===== config.mk =====
export PLATFORM = sky130hd
export DESIGN_NAME = board_render_scheduler
export DESIGN_NICKNAME = d
export VERILOG_FILES = /design/src/rtl/board_render_scheduler.sv
export SDC_FILE = /design/constraint.sdc
export NUM_CORES = 1
export LEC_CHECK = 0
export BUFFER_PORTS_ARGS = -buffer_cell sky130_fd_sc_hd__buf_4
export CAP_MARGIN = 10
export CORE_MARGIN = 1.5
export CORE_UTILIZATION = 57
export CTS_BUF_LIST = sky130_fd_sc_hd__clkbuf_4 sky130_fd_sc_hd__clkbuf_8
export DETAILED_ROUTE_END_ITERATION = 8
export GPL_TIMING_DRIVEN = 0
export PLACE_DENSITY = 0.81
export RECOVER_POWER = 25
export SETUP_SLACK_MARGIN = 0.2
export SLEW_MARGIN = 20
export SYNTH_ARGS = -nofsm -noshare
export SYNTH_HDL_FRONTEND = slang
export SYNTH_SLANG_ARGS = --single-unit

===== constraint.sdc =====
create_clock -name clk -period 4.5 [get_ports clk]
set_clock_uncertainty 0.1 [all_clocks]
set_input_delay 0 -clock clk [delete_from_list [all_inputs] [get_ports clk]]
set_output_delay 0 -clock clk [all_outputs]
set_load 0.01 [all_outputs]

===== src/rtl/board_render_scheduler.sv =====
// board_render_scheduler: shares one tile renderer across the 16 cells of a
// 4x4 board, decodes the scan position into cell/local coordinates, aligns
// the frame/background decision with the renderer latency and composes the
// final pixel. Board updates are double-buffered and committed at frame end.
// Optional feature macro: TILE_FLASH_EN (flash a white ring on changed tiles
// for 8 frames after each commit).
module board_render_scheduler #(
  parameter int unsigned H_ACTIVE    = 640,
  parameter int unsigned V_ACTIVE    = 480,
  parameter int unsigned BOARD_X0    = 88,
  parameter int unsigned BOARD_Y0    = 8,
  parameter int unsigned TILE_SIZE   = 106,
  parameter int unsigned GAP         = 8,
  parameter int unsigned RENDER_LAT  = 2,
  parameter logic [11:0] BOARD_COLOR = 12'hBAA,
  parameter logic [11:0] BG_COLOR    = 12'hFEE,
  localparam int unsigned CW         = 12,
  localparam int unsigned BW         = 64
) (
  input  logic          clk,
  input  logic          rst,
  input  logic [CW-1:0] h_cnt,
  input  logic [CW-1:0] v_cnt,
  input  logic [BW-1:0] board_in,
  input  logic          update_valid,
  output logic          update_ready,
  output logic          update_done,
  output logic [3:0]    tile_state,
  output logic [CW-1:0] tile_h_cnt,
  output logic [CW-1:0] tile_v_cnt,
  input  logic [CW-1:0] render_data,
  output logic [CW-1:0] vga_data
);

  localparam int unsigned PITCH  = TILE_SIZE + GAP;
  localparam int unsigned EXTENT = 4 * PITCH + GAP;

  logic [BW-1:0] pending_q;
  logic [BW-1:0] display_q;
  logic          commit_pt_c;

  logic          col_hit_c, row_hit_c;
  logic [1:0]    col_idx_c, row_idx_c;
  logic [CW-1:0] col_base_c, row_base_c;
  logic          in_tile_c, in_board_c, active_c;
  logic [3:0]    cell_idx_c;
  logic [CW-1:0] loc_h_c, loc_v_c;

  logic                  in_tile_s1, in_board_s1, active_s1;
  logic [RENDER_LAT-1:0] in_tile_d, in_board_d, active_d;
  logic [CW-1:0]         vga_next_c;

  assign commit_pt_c = (h_cnt == '0) && (v_cnt == CW'(V_ACTIVE));

  // Accept handshake into the pending buffer and frame-end commit to display.
  always_ff @(posedge clk) begin
    if (rst) begin
      pending_q    <= '0;
      display_q    <= '0;
      update_ready <= 1'b1;
      update_done  <= 1'b0;
    end else begin
      update_done <= 1'b0;
      if (update_valid && update_ready) begin
        pending_q    <= board_in;
        update_ready <= 1'b0;
      end else if (commit_pt_c && !update_ready) begin
        display_q    <= pending_q;
        update_ready <= 1'b1;
        update_done  <= 1'b1;
      end
    end
  end

  // Constant-comparator decode of scan position into cell and local counts.
  always_comb begin
    col_hit_c  = 1'b0;
    row_hit_c  = 1'b0;
    col_idx_c  = '0;
    row_idx_c  = '0;
    col_base_c = '0;
    row_base_c = '0;
    for (int i = 0; i < 4; i++) begin
      if (h_cnt >= CW'(BOARD_X0 + GAP + i * PITCH) &&
          h_cnt <= CW'(BOARD_X0 + GAP + i * PITCH + TILE_SIZE - 1)) begin
        col_hit_c  = 1'b1;
        col_idx_c  = 2'(i);
        col_base_c = CW'(BOARD_X0 + GAP + i * PITCH);
      end
      if (v_cnt >= CW'(BOARD_Y0 + GAP + i * PITCH) &&
          v_cnt <= CW'(BOARD_Y0 + GAP + i * PITCH + TILE_SIZE - 1)) begin
        row_hit_c  = 1'b1;
        row_idx_c  = 2'(i);
        row_base_c = CW'(BOARD_Y0 + GAP + i * PITCH);
      end
    end
    in_tile_c  = col_hit_c && row_hit_c;
    in_board_c = (h_cnt >= CW'(BOARD_X0)) && (h_cnt <= CW'(BOARD_X0 + EXTENT - 1)) &&
                 (v_cnt >= CW'(BOARD_Y0)) && (v_cnt <= CW'(BOARD_Y0 + EXTENT - 1));
    active_c   = (h_cnt < CW'(H_ACTIVE)) && (v_cnt < CW'(V_ACTIVE));
    cell_idx_c = {row_idx_c, col_idx_c};
    loc_h_c    = h_cnt - col_base_c;
    loc_v_c    = v_cnt - row_base_c;
  end

  // Stage 1: registered renderer inputs and pixel classification.
  always_ff @(posedge clk) begin
    if (rst) begin
      tile_state  <= '0;
      tile_h_cnt  <= '0;
      tile_v_cnt  <= '0;
      in_tile_s1  <= 1'b0;
      in_board_s1 <= 1'b0;
      active_s1   <= 1'b0;
    end else begin
      tile_state  <= in_tile_c ? display_q[{cell_idx_c, 2'b00} +: 4] : 4'd0;
      tile_h_cnt  <= in_tile_c ? loc_h_c : '0;
      tile_v_cnt  <= in_tile_c ? loc_v_c : '0;
      in_tile_s1  <= in_tile_c;
      in_board_s1 <= in_board_c;
      active_s1   <= active_c;
    end
  end

  // Delay classification flags to line up with render_data.
  always_ff @(posedge clk) begin
    if (rst) begin
      in_tile_d  <= '0;
      in_board_d <= '0;
      active_d   <= '0;
    end else begin
      in_tile_d[0]  <= in_tile_s1;
      in_board_d[0] <= in_board_s1;
      active_d[0]   <= active_s1;
      for (int i = 1; i < int'(RENDER_LAT); i++) begin
        in_tile_d[i]  <= in_tile_d[i-1];
        in_board_d[i] <= in_board_d[i-1];
        active_d[i]   <= active_d[i-1];
      end
    end
  end

`ifdef TILE_FLASH_EN
  logic [15:0]           flash_mask_q;
  logic [3:0]            flash_cnt_q;
  logic [15:0]           diff_c;
  logic                  ring_c;
  logic                  ring_s1;
  logic [RENDER_LAT-1:0] ring_d;

  // Cells whose value changes at the next commit, and ring-pixel detection.
  always_comb begin
    for (int i = 0; i < 16; i++) begin
      diff_c[i] = display_q[4*i +: 4] != pending_q[4*i +: 4];
    end
    ring_c = in_tile_c && flash_mask_q[cell_idx_c] &&
             (loc_h_c <= CW'(3) || loc_h_c >= CW'(TILE_SIZE - 4) ||
              loc_v_c <= CW'(3) || loc_v_c >= CW'(TILE_SIZE - 4));
  end

  // Flash mask and frame countdown, stepped at every frame-end point.
  always_ff @(posedge clk) begin
    if (rst) begin
      flash_mask_q <= '0;
      flash_cnt_q  <= '0;
    end else if (commit_pt_c) begin
      if (!update_ready) begin
        flash_mask_q <= diff_c;
        flash_cnt_q  <= 4'd8;
      end else if (flash_cnt_q != 4'd0) begin
        flash_cnt_q <= flash_cnt_q - 4'd1;
        if (flash_cnt_q == 4'd1) flash_mask_q <= '0;
      end
    end
  end

  // Ring decision travels alongside the other classification flags.
  always_ff @(posedge clk) begin
    if (rst) begin
      ring_s1 <= 1'b0;
      ring_d  <= '0;
    end else begin
      ring_s1   <= ring_c;
      ring_d[0] <= ring_s1;
      for (int i = 1; i < int'(RENDER_LAT); i++) ring_d[i] <= ring_d[i-1];
    end
  end
`endif

  // Final pixel selection: blank, tile, frame, background.
  always_comb begin
    vga_next_c = BG_COLOR;
    if (!active_d[RENDER_LAT-1]) begin
      vga_next_c = '0;
    end else if (in_tile_d[RENDER_LAT-1]) begin
`ifdef TILE_FLASH_EN
      vga_next_c = ring_d[RENDER_LAT-1] ? 12'hFFF : render_data;
`else
      vga_next_c = render_data;
`endif
    end else if (in_board_d[RENDER_LAT-1]) begin
      vga_next_c = BOARD_COLOR;
    end
  end

  // Registered pixel output.
  always_ff @(posedge clk) begin
    if (rst) vga_data <= '0;
    else     vga_data <= vga_next_c;
  end

endmodule

==> flow_metrics.tcl, run 1 <==
set metrics [dict create \
    insertion_delay_ns 0.48 \
    h-tree-depth 4 \
    die_w_um 116 \
    powerDensity_mw_per_mm2 313 \
    initial_core_util_pct 58.0 \
    fillers 921 \
    synth_warnings 0 \
    firstDrtPassIters 6 \
    wl_per_cell_um 16.3 \
    finalSetupTns_ns 0 \
    cts.sinks 179 \
    rsz0062_at_grt "yes" \
    ctsLongestPathBuffers 2 \
    yosysTopAreaCell "dfxtp_1" \
    hold_viol 0 \
    grt_use_total_pct 34.2 \
    grt_overflow 0 \
    grt_max_degree 18 \
    route.detailed.drc 0 \
    status "completed" \
    rrSetupSlack_ns 1.91 \
    core_mm2 0.0126 \
    worst_slew_pin_slew_ns 0.822 \
    syn2layout_area_growth_pct 36.2 \
    finalPower_w 0.00311 \
    avgSynthCellArea_um2 7.78 \
    seq_area_frac_synth_pct 49.1 \
    final_cells 1396 \
    ir_drop_v 0.000229 \
    die_area_mm2 0.0135 \
    synthDistinctLibCells 59 \
    final_max_slew_viol_count 0 \
    wirelength_mm 22.8 \
    synth_area_leaders "dfxtp_1, nand2_1, a21oi_1" \
    path_class "input port to flop" \
    cts-root-buf "clkbuf_8" \
    cp_data_required_time_ns 4.82 \
    cts_tree "built" \
    gp_congestion 0.912 \
    grt_first_pass_wirelength_mm 35.7 \
    arrival_ns 4.56 \
    syn_area_mm2 0.00730 \
    synthArstFlopShare_pct 0 \
    hold_class "input port to flop" \
    endpoint_kind "flop" \
    chipHeight_um 116 \
    drive_gt1_share_pct 12.4 \
    numCtsBuffers 17 \
    setup_violations 0 \
    min_period_ns 4.24 \
    worstPathMaxFanout 8 \
    final_nets 1328 \
    hpwlAfterDp_mm 13.8 \
    ioPinCount 145 \
    synthFlopType "dfxtp_1" \
    power_leakage_nw 3.81 \
    clkTransAtPathRegs_ns 0.10 \
    postSynthCellCount 938 \
    max-cap-violations 0 \
    row_count 41 \
    synth_edf_count 0 \
    critPathLaunchType "input port" \
    syn_nets 1057 \
    fmax_mhz 236 \
    slew_headroom_pct 45.2 \
    ys_ff_latch 179 \
    place_inst 1253 \
    viasPerCell 5.53 \
    antenna_found_initial 1 \
    grt_pass1_vias 7448 \
    fin_crit_sh_pct 94.3 \
    vias 7724 \
    postRouteAntennaNets 0 \
    portBuffers 142 \
    yosys.area.top_type_share_pct 49.1 \
    drt_iter0_drc 848 \
]
[final timing paths]
path,startpoint,to,cells after the start
hold / removal,h_cnt[3],display_q[63]$_SDFFE_PP0P_,7
hold reg to reg,pending_q[6]$_SDFFE_PP0P_,display_q[6]$_SDFFE_PP0P_,2
setup / recovery,h_cnt[10],tile_h_cnt[10]$_SDFF_PP0_,14
setup reg to reg,update_ready$_SDFFE_PP1P_,display_q[17]$_SDFFE_PP0P_,7
[flip-flops by register name, indices dropped and copies added (netlist names), 2 cells and up]
signal      cells
in_tile_d       2
vga_data       12
pending_q      64
tile_v_cnt     12
display_q      64
in_board_d      2
active_d        2
tile_state      4
tile_h_cnt     12
[logic make-up after synthesis]
kind of cell | after synthesis | share of synthesized area (%)
adder cells (fa/ha/maj) | 16 | 2.95
flip-flops | 179 | 49.1
AND/OR/NAND/NOR | 424 | 24.4
buffers and inverters | 76 | 4.13
XOR/XNOR | 5 | 0.600
AO/OA/AOI/OAI | 238 | 18.8
[critical path: stages]
cell and delay (ns):
dlygate4sd3_1 0.56, buf_4 0.17, or4b_2 0.68, a41oi_1 0.49, a21oi_2 0.30, ha_1 0.35, nor2b_1 0.15, o31a_1 0.26
o21ai_0 0.29, a21boi_0 0.20, o31ai_1 0.33, a21oi_1 0.12, dlygate4sd3_1 0.56, nor2_1 0.09
[placed cells by master, fill, tap and decap left out, types with 3 or more instances in the layout]
| cell | netlist | final |
|---|---|---|
| nand2_1 | 303 | 303 |
| dfxtp_1 | 179 | 179 |
| a21oi_1 | 159 | 159 |
| dlygate4sd3_1 | 0 | 109 |
| buf_4 | 1 | 101 |
| clkbuf_1 | 47 | 89 |
| nor2_1 | 49 | 48 |
| o21ai_0 | 20 | 20 |
| inv_1 | 17 | 17 |
| clkbuf_8 | 0 | 17 |
| ha_1 | 14 | 14 |
| nor2b_1 | 13 | 13 |
| nor3_1 | 16 | 13 |
| and2_1 | 9 | 9 |
| a31oi_1 | 8 | 8 |
| inv_6 | 0 | 7 |
| or3_1 | 6 | 6 |
| a221oi_1 | 6 | 6 |
| o21a_1 | 6 | 6 |
| nand3_1 | 5 | 5 |
| buf_1 | 5 | 5 |
| a311oi_1 | 5 | 5 |
| buf_2 | 4 | 4 |
| nor4_1 | 5 | 4 |
| o31ai_1 | 4 | 4 |
| xnor2_1 | 4 | 4 |
| and3_1 | 4 | 4 |
| clkinvlp_4 | 0 | 4 |
| nor3_2 | 0 | 3 |
| o211ai_1 | 3 | 3 |
| a21boi_0 | 3 | 3 |
| a21o_1 | 3 | 3 |
[Yosys cell counts (all sizes together), types with 4 or more instances]
master    n
a31oi     8
nand2   304
or3       6
and2      9
o21a      6
buf      11
ha       14
a311oi    5
a221oi    6
nor3     16
clkbuf   47
nand3     5
inv      18
nor2     49
a21oi   160
xnor2     4
o21ai    20
dfxtp   179
and3      4
nor4      6
o31ai     4
nor2b    13
[metrics by stage]
stage	hold slack (ns)	setup WS, ns	area, µm²	utilization [%]
after floorplan	-0.0233	1.11	7300	-
after global placement	0.114	0.630	8580	68.2
after detailed placement	0.118	0.628	8590	68.3
after CTS	0.0225	0.346	10100	80.1
after global routing	0.121	0.116	9930	79.0
final	0.0974	0.256	9930	79.0
[final cells by class]
| cell class | instances | area (µm²) | area share, % |
|---|---|---|---|
| Tap cell | 172 | 215 | 2.17 |
| Multi-Input combinational cell | 683 | 3440 | 34.6 |
| Buffer | 58 | 235 | 2.37 |
| Clock buffer | 18 | 241 | 2.43 |
| Clock inverter | 14 | 141 | 1.42 |
| Antenna cell | 2 | 5.00 | 0.0504 |
| Timing Repair Buffer | 252 | 2000 | 20.2 |
| Inverter | 18 | 67.6 | 0.680 |
| Sequential cell | 179 | 3580 | 36.1 |
[per-layer routing]
layer	vias to the layer above	routed length, µm	global-route usage (%)
li1	3704	-	-
met1	3563	9350	40.1
met2	365	10900	57.8
met3	92	1520	7.47
met4	0	1000	19.8
met5	-	0	0
[power breakdown]
group	switching (W)	internal, W
Sequential	0.0000197	0.00162
Clock	0.000631	0.000460
Combinational	0.000191	0.000187
[what timing repair did]
action,4_1_cts,5_1_grt
setup endpoints to repair,0,3
gates resized for setup,0,7
hold endpoints to repair,103,0
buffers inserted,0,0
hold buffers,109,0
(Power assumes the default switching activity.)
==> run 2: changes to the inputs <==
--- a/config.mk
+++ b/config.mk
@@ -7,13 +7,14 @@
 export LEC_CHECK = 0
 export BUFFER_PORTS_ARGS = -buffer_cell sky130_fd_sc_hd__buf_4
 export CAP_MARGIN = 10
+export CELL_PAD_IN_SITES_DETAIL_PLACEMENT = 0
+export CELL_PAD_IN_SITES_GLOBAL_PLACEMENT = 2
 export CORE_MARGIN = 1.5
-export CORE_UTILIZATION = 57
+export CORE_UTILIZATION = 32
 export CTS_BUF_LIST = sky130_fd_sc_hd__clkbuf_4 sky130_fd_sc_hd__clkbuf_8
 export DETAILED_ROUTE_END_ITERATION = 8
 export GPL_TIMING_DRIVEN = 0
-export PLACE_DENSITY = 0.81
-export RECOVER_POWER = 25
+export PLACE_DENSITY = 0.8
 export SETUP_SLACK_MARGIN = 0.2
 export SLEW_MARGIN = 20
 export SYNTH_ARGS = -nofsm -noshare
==> run 2 against run 1 <==
  * Register-to-register slack improved by 0.21 ns
  * First-iteration DRC count fell by 62%
  * Critical path depth rose by 3
  * Hold slack got worse by 0.048 ns
  * Non-clock buffer count up 1
  * Final cell count grew 8.0%
  * Die area rose by 76%
  * Combinational power down 3%
  * Count of clock-buffer cells in the layout is 1 higher
  * Global-route usage fell by 15 points
  * Sequential power about the same
  * Critical path type unchanged
==> flow_metrics.tcl, run 2 (synthesis gave the netlist of run 1 again) <==
set metrics [dict create \
    cts.sinks 179 \
    grt_first_pass_wirelength_mm 35.7 \
    die_w_um 154 \
    min_period_ns 4.10 \
    gp_congestion 0.770 \
    holdPathStages 4 \
    power_leakage_nw 4.03 \
    final_cells 1508 \
    fin_crit_sh_pct 91.2 \
    powerDensity_mw_per_mm2 312 \
    h-tree-depth 4 \
    setup_violations 0 \
    grt_max_degree 17 \
    wirelength_mm 22.7 \
    reg_top3 "display_q: 64 flops, pending_q: 64 flops" \
    rrSetupSlack_ns 2.12 \
    endpoint_kind "flop" \
    antenna_found_initial 0 \
    cp.depth 17 \
    intPower_w 0.00239 \
    critPathLaunchType "input port" \
    drt_iter0_drc 322 \
    worstPathMaxFanout 10 \
    reg2regPathDepth 7 \
    row_count 55 \
    clkTransAtPathRegs_ns 0.09 \
    drive_gt1_share_pct 15.7 \
    route.detailed.drc 0 \
    slew_headroom_pct 39.0 \
    antenna_cells 0 \
    post_cts_buffers 0 \
    hold_viol 0 \
    switching_share_pct 25.5 \
    fmax_mhz 244 \
    viasPerCell 4.74 \
    grt_overflow 0 \
    power_frac_seq_pct 51.0 \
    hpwlAfterDp_mm 16.5 \
    rsz0062_at_grt "no" \
    grt_pass1_vias 6849 \
    initial_core_util_pct 32.4 \
    layout_common_cells "nand2_1, dfxtp_1, a21oi_1" \
    postRouteAntennaNets 0 \
    arrival_ns 4.34 \
    cpMaxStageDelayCell "or4_4" \
    finalSetupTns_ns 0 \
    ctsLongestPathBuffers 2 \
    status "completed" \
    worst-path-buf-inv 4 \
    firstDrtPassIters 5 \
    hold_class "input port to flop" \
    power_frac_clock_pct 37.5 \
    die_area_mm2 0.0237 \
    final_max_slew_viol_count 0 \
    portBuffers 142 \
    ioPinCount 145 \
    max-cap-violations 0 \
    chipHeight_um 154 \
    syn2layout_area_growth_pct 40.8 \
    wl_per_cell_um 15.0 \
    cts_tree "built" \
    cpLargestDelayFamily "simple AND/OR/NAND/NOR gates" \
    numCtsBuffers 17 \
    place_inst 1366 \
    net-switching-power_w 0.000818 \
    insertion_delay_ns 0.46 \
    max_stage_delay_ns 0.57 \
    final_nets 1329 \
    pwr-share-comb_pct 11.5 \
    path_class "input port to flop" \
    fillers 2278 \
    cp_data_required_time_ns 4.74 \
    worst_slew_pin_slew_ns 0.915 \
    grt_use_total_pct 19.3 \
    cts-root-buf "clkbuf_8" \
    layout_commonest_cell "nand2_1" \
    vias 7143 \
    ir_drop_v 0.000151 \
    core_mm2 0.0225 \
    worstPathCellList "dlygate4sd3_1 > buf_2 > or4_4 > nor4_4 > nor2_1 > clkbuf_2 > nand2_1 > ha_1 > inv_1 > fa_1 > o21a_1 > o21a_1 > o21ai_0 > nand2b_1 > a311oi_1 > xnor2_1 > nor2_1" \
]
==> run 2: stage by stage <==
stage | hold slack [ns] | worst slack [ns] | area, µm² | power [W] | util, %
3_3_place_gp | 0.127 | 0.377 | 8720 | 0.00197 | 38.7
5_1_grt | 0.0560 | 0.219 | 10300 | 0.00336 | 45.6
3_5_place_dp | 0.126 | 0.403 | 8730 | 0.00197 | 38.8
6_report | 0.0496 | 0.398 | 10300 | 0.00320 | 45.6
2_1_floorplan | -0.0233 | 1.11 | 7300 | 0.00183 | -
4_1_cts | 0.00471 | 0.311 | 10300 | 0.00324 | 45.6
==> run 2: repair_timing <==
item,4_1_cts,5_1_grt
resized for setup,0,4
endpoints found under the setup margin,0,3
hold endpoints to repair,103,0
hold buffers,110,0
==> run 2: power by group through the flow <==
stage | clock, W | sequential [W] | combinational, W
global placement | 0 | 0.00167 | 0.000294
floorplan | 0 | 0.00167 | 0.000158
detailed placement | 0 | 0.00167 | 0.000294
global route | 0.00131 | 0.00164 | 0.000410
finish | 0.00120 | 0.00164 | 0.000368
CTS | 0.00124 | 0.00164 | 0.000369
==> run 2: worst paths after layout <==
| kind | startpoint | to |
|---|---|---|
| max | h_cnt[9] | tile_h_cnt[9]$_SDFF_PP0_ |
| min | h_cnt[3] | tile_h_cnt[3]$_SDFF_PP0_ |
| max reg2reg | update_ready$_SDFFE_PP1P_ | display_q[16]$_SDFFE_PP0P_ |
| min reg2reg | in_tile_s1$_SDFF_PP0_ | in_tile_d[0]$_SDFF_PP0_ |
==> run 2: cell type report <==
cell class	instances	area [µm²]	area share, %
Sequential cell	179	3580	34.9
Multi-Input combinational cell	683	3430	33.4
Timing Repair Buffer	253	2170	21.2
Tap cell	285	357	3.47
Clock buffer	19	255	2.48
Buffer	58	235	2.29
Clock inverter	13	171	1.67
Inverter	18	67.6	0.658
==> run 2: layer usage <==
layer / global-route usage, % / vias to the layer above / share of wire [%]
li1: - / 3716 / -
met1: 25.0 / 3257 / 48
met2: 32.8 / 149 / 47
met3: 3.24 / 21 / 3.1
met4: 6.01 / 0 / 1.7
met5: 0 / - / 0
==> run 2: worst min-delay path, cell delays in order <==
cell and delay (ns):
buf_4 0.12, clkbuf_1 0.23, xor2_1 0.18, nor2_1 0.04
